$ cat config.mk
export PLATFORM = sky130hd
export DESIGN_NAME = prog_loader
export DESIGN_NICKNAME = d
export VERILOG_FILES = /design/src/rtl/prog_loader.sv
export SDC_FILE = /design/constraint.sdc
export NUM_CORES = 1
export LEC_CHECK = 0
export CAP_MARGIN = 5
export CORE_MARGIN = 2
export CORE_UTILIZATION = 60
export CTS_CLUSTER_SIZE = 28
export DETAILED_ROUTE_END_ITERATION = 10
export PLACE_DENSITY = 0.87
export REMOVE_ABC_BUFFERS = 1
export SYNTH_ARGS = -nofsm -noshare
export SYNTH_HDL_FRONTEND = slang
export SYNTH_SLANG_ARGS = --single-unit
$ cat constraint.sdc
create_clock -name clk -period 8.19 [get_ports clk]
set_input_delay 0.819 -clock clk [delete_from_list [all_inputs] [get_ports clk]]
set_output_delay 0.819 -clock clk [all_outputs]
set_load 0.05 [all_outputs]
$ cat src/rtl/prog_loader.sv
// Boot-time program loader: parses a length-prefixed, XOR-checksummed byte stream
// into big-endian 16-bit words for the instruction ROM and holds the CPU in reset until verified.
module prog_loader #(
  parameter logic [15:0] BASE_ADDR = 16'h0000,
  parameter int          MAX_WORDS = 256,
  parameter int          TIMEOUT   = 65535
) (
  input  logic        clk,
  input  logic        rst,
  input  logic        start,
  input  logic        in_valid,
  input  logic [7:0]  in_data,
  output logic        in_ready,
  output logic        rom_wen,
  output logic [15:0] rom_waddr,
  output logic [15:0] rom_wdata,
  output logic        cpu_rst,
  output logic        done,
  output logic        err,
  output logic [15:0] words_loaded
);

  localparam int TW = (TIMEOUT < 2) ? 1 : $clog2(TIMEOUT + 1);

  typedef enum logic [2:0] {
    IDLE, LEN_HI, LEN_LO, DATA_HI, DATA_LO, CHECK, DONE, ERROR
  } state_t;

  state_t          state;
  logic [15:0]     len;
  logic [15:0]     index;
  logic [7:0]      hiByte;
  logic [7:0]      chkSum;
  logic [TW-1:0]   toCnt;

  logic            accept;
  logic            startLoad;
  logic [15:0]     lenFull;

  assign in_ready  = (state == LEN_HI) || (state == LEN_LO) || (state == DATA_HI) ||
                     (state == DATA_LO) || (state == CHECK);
  assign accept    = in_valid & in_ready;
  assign startLoad = start && ((state == IDLE) || (state == DONE) || (state == ERROR));
  assign lenFull   = {len[15:8], in_data};

  always_ff @(posedge clk) begin
    if (!rst) begin
      state        <= IDLE;
      cpu_rst      <= 1'b1;
      done         <= 1'b0;
      err          <= 1'b0;
      rom_wen      <= 1'b0;
      rom_waddr    <= 16'h0000;
      rom_wdata    <= 16'h0000;
      words_loaded <= 16'h0000;
      len          <= 16'h0000;
      index        <= 16'h0000;
      hiByte       <= 8'h00;
      chkSum       <= 8'h00;
      toCnt        <= '0;
    end else begin
      rom_wen <= 1'b0;

      // Every frame byte except the checksum byte itself folds into the running XOR.
      if (accept && state != CHECK)
        chkSum <= chkSum ^ in_data;

      case (state)
        LEN_HI: if (accept) begin
          len[15:8] <= in_data;
          state     <= LEN_LO;
        end
        LEN_LO: if (accept) begin
          len[7:0] <= in_data;
          if (lenFull == 16'h0000 || {1'b0, lenFull} > 17'(MAX_WORDS)) begin
            state <= ERROR;
            err   <= 1'b1;
          end else begin
            state <= DATA_HI;
          end
        end
        DATA_HI: if (accept) begin
          hiByte <= in_data;
          state  <= DATA_LO;
        end
        DATA_LO: if (accept) begin
          rom_wen      <= 1'b1;
          rom_wdata    <= {hiByte, in_data};
          rom_waddr    <= BASE_ADDR + (index << 1);
          index        <= index + 16'd1;
          words_loaded <= words_loaded + 16'd1;
          state        <= (index == len - 16'd1) ? CHECK : DATA_HI;
        end
        CHECK: if (accept) begin
          if (in_data == chkSum) begin
            state   <= DONE;
            done    <= 1'b1;
            cpu_rst <= 1'b0;
          end else begin
            state <= ERROR;
            err   <= 1'b1;
          end
        end
        default: ;
      endcase

      // Idle-gap watchdog; an accepted byte in the same cycle always wins.
      if (in_ready) begin
        if (accept) begin
          toCnt <= '0;
        end else if (toCnt == TW'(TIMEOUT - 1)) begin
          state <= ERROR;
          err   <= 1'b1;
        end else begin
          toCnt <= toCnt + 1'b1;
        end
      end

      if (startLoad) begin
        state        <= LEN_HI;
        cpu_rst      <= 1'b1;
        done         <= 1'b0;
        err          <= 1'b0;
        chkSum       <= 8'h00;
        index        <= 16'h0000;
        words_loaded <= 16'h0000;
        toCnt        <= '0;
      end
    end
  end

endmodule

==> key figures <==
STA
  • Max Fclk: 0.283 GHz
  • RSZ-0062 raised after global routing: no
  • Final period util: 43.1%
  • Final Max Tran Viols: 0
  • Tightest Pin Transition: 874 ps
  • Number of setup violations in the final report: 0
  • Worst relative slew slack: 41.7%
  • Final worst path period need: 3530 ps
  • Clock skew: 6.00 ps
  • Final hold viol count: 0
  • Setup_tns: 0 ps

Power
  • Int Pwr: 1.18 mW
  • Clock Power Share: 54.9%
  • Lkg Pwr: 2.44 nW
  • Share of power burned in registers: 39.0%
  • Peak VDD IR: 185 uV
  • Power share of the combinational group: 6.1%
  • Pwr/cell area: 216 nW/um^2
  • Switching Share: 22.0%
  • NetSw: 332 uW

Logic synthesis
  • Yosys top cell area share: 41.8%
  • Ys Warns: 0
  • Seq/Total Area, Yosys: 41.8%
  • FFs w/ async S/R, synth: 0%
  • Main synth FF type: dfxtp_1
  • Count of different cell masters after synthesis: 56
  • EDFF count, synth: 0
  • Yosys top cell by area: dfxtp_1
  • Post-Synth Adder-Cell Area: 1.11%
  • Compound-Gate Fraction of Synth Area: 13.4%
  • Largest family of logic cells by synthesized area: simple AND/OR/NAND/NOR gates
  • Synth area leaders: dfxtp_1 42%, nand2_1 8.7%, xor2_1 7.1%
  • Mapped cell area: 5650 um^2
  • Mux cell area share after synthesis: 1.42%
  • Post-Syn Instances: 690
  • Simple-Gate Fraction of Synth Area: 26.8%
  • XOR/XNOR share of the synthesized area: 11.0%
  • Syn_area_per_cell: 8.19 um^2
  • #FFs+latches synth: 118

Clock network
  • Post-CTS sizing: 0
  • Buffer depth of the longest clock path: 2
  • Clk sinks: 118
  • Clock transition at path regs: 60 ps
  • CTS tree: yes
  • Root Buffer: clkbuf_8
  • # hold bufs at CTS: 0
  • Num CTS Buffers: 17
  • Clock Latency Late Sink: 510 ps
  • Post-CTS Setup Bufs: 0
  • H-tree levels: 4

Worst setup path
  • Max stage delay on crit path: 740 ps
  • Stages on worst setup path: 4
  • Worst r2r path cells: 8
  • Crit Path Class: reg2out
  • Highest-delay cell along the critical path: clkdlybuf4s50_1
  • Crit Path Max Fanout: 14
  • CP dominant cell by count: inv_1
  • Buf+Inv Stages, Crit Path: 3
  • Critical-path cell list: inv_1, o21ai_0, inv_1, clkdlybuf4s50_1
  • CP Launch Type: flop
  • Req. time, crit path: 7370 ps
  • CP Capture Type: primary output
  • CP arrival: 2710 ps
  • Top delay family on crit path: buffers and inverters

Final layout
  • Area Overhead vs Synth: 23.2%
  • Number of diodes: 0
  • Layout cells sized above 1: 6.16%
  • Seq. cell area: 2360 um^2
  • Final #Nets: 751
  • Design Area, Final: 6960 um^2
  • Area of the multi-input gates: 3060 um^2
  • Fill cells: 622

Place
  • RePlAce Congestion: 0.948
  • Placed inst area: 6300 um^2
  • Port Buf Inserts: 63
  • HPWL Detailed: 8650 um

Floorplan
  • Die height: 101 um
  • Die ar.: 10200 um^2
  • Top-Level Pins: 65
  • Initial core utilization: 61.4%
  • Die width: 101 um
  • Core Footprint: 9200 um^2
  • # rows: 35

Drt
  • DRT iter0 DRCs: 371
  • DRT Pass-1 Iters: 5
  • Antenna-violating nets left: 0
  • Via-to-Cell Ratio: 5.98
  • Final WL: 13900 um
  • DRC errors left: 0
  • DR WL/cell: 16.2 um
  • Vias: 5132

Min path
  • Depth of the worst hold-timing path: 2
  • Hold/Removal Path Class: reg2reg

Global route
  • Vias in the first global route: 4894
  • GR Overflow Total: 0
  • Gr usage total: 27.7%
  • Initial antenna violation count: 0
  • First-pass GRT wire length: 22600 um
  • Largest net degree at the start of global routing: 61

Flow run
  • Max-cap violations: 0

Outcome
  • Status: finished, final reports clean
==> power groups by stage <==
stage	Sequential (mW)	Clock [mW]	Combinational, mW
finish	0.588	0.827	0.0921
global route	0.589	0.857	0.100
CTS	0.588	0.826	0.0907
detailed placement	0.600	0	0.0892
global placement	0.599	0	0.0857
floorplan	0.598	0	0.0591
==> worst min-delay path, cell delays in order (launching register included) <==
cell and delay, ps:
dfxtp_1 310, nand2_1 40, a21boi_0 60
==> stage by stage <==
| step | hold slack [ps] | power [mW] | util [%] | setup slack [ps] | std cells |
|---|---|---|---|---|---|
| after detailed placement | 455 | 0.689 | 68.5 | 4710 | 826 |
| after floorplan | 441 | 0.657 | - | 2530 | 646 |
| after global placement | 439 | 0.685 | 68.5 | 4880 | 826 |
| final | 463 | 1.51 | 75.7 | 4660 | 858 |
| after CTS | 463 | 1.50 | 75.7 | 4670 | 858 |
| after global routing | 476 | 1.55 | 75.7 | 4400 | 858 |
==> cells in the final DEF, fill, tap and decap left out, types with 20 or more instances in the layout <==
master           instances
a21boi_0                49
a21oi_1                 20
clkdlybuf4s50_1         63
dfxtp_1                118
nand2_1                131
nand3_1                 24
nand4_1                 21
nor2_1                  65
xnor2_1                 25
xor2_1                  46
==> synthesized netlist by cell type (all sizes together), types with 4 or more instances <==
cell,instances
nand3,24
clkbuf,38
a21oi,20
and4,7
nor4,6
nand2,131
nor3,13
nand4,21
dfxtp,118
or4,8
a21boi,49
buf,6
inv,16
and3,11
o211ai,4
o21ai,18
xnor2,25
mux2i,8
nor2b,8
ha,5
xor2,46
nor2,65
or3,12
==> state kept, by name, indices dropped and copies added, names as in the netlist <==
register / cells
rom_waddr: 15
err: 1
rom_wen: 1
chkSum: 8
state: 3
cpu_rst: 1
len: 16
done: 1
hiByte: 8
words_loaded: 16
index: 16
rom_wdata: 16
toCnt: 16
==> logic make-up (layout without fill, tap and decap cells) <==
| logic type | after synthesis | in the layout |
|---|---|---|
| adder cells (fa/ha/maj) | 5 | 5 |
| AND/OR/NAND/NOR | 315 | 315 |
| flip-flops | 118 | 118 |
| AO/OA/AOI/OAI | 112 | 112 |
| buffers and inverters | 60 | 117 |
| multiplexers | 8 | 8 |
| XOR/XNOR | 71 | 71 |
| other | 1 | 1 |
==> layer usage <==
| metal | up-vias | share of wire (%) | global-route usage (%) |
|---|---|---|---|
| met3 | 36 | 5.1 | 6.80 |
| li1 | 2446 | - | - |
| met2 | 206 | 50 | 47.2 |
| met5 | - | 0 | 0 |
| met1 | 2444 | 42 | 33.7 |
| met4 | 0 | 2.2 | 10.7 |
==> final timing paths <==
path	startpoint	endpoint	slack, ps
setup reg to reg	len[0]	state[1]	5250
hold / removal	rom_wdata[7]	rom_wdata[7]	460
hold reg to reg	rom_wdata[7]	rom_wdata[7]	460
setup / recovery	state[1]	in_ready	4660
==> layout make-up <==
class                      instances  share of cell area (%)
multi-input combinational        512                    44.0
sequential                       118                    33.9
timing repair buffer              69                    9.71
clock buffer                      22                    6.79
clock inverter                    10                    2.75
tap                              111                    2.00
inverter                          16                   0.863
(Power assumes the default switching activity.)
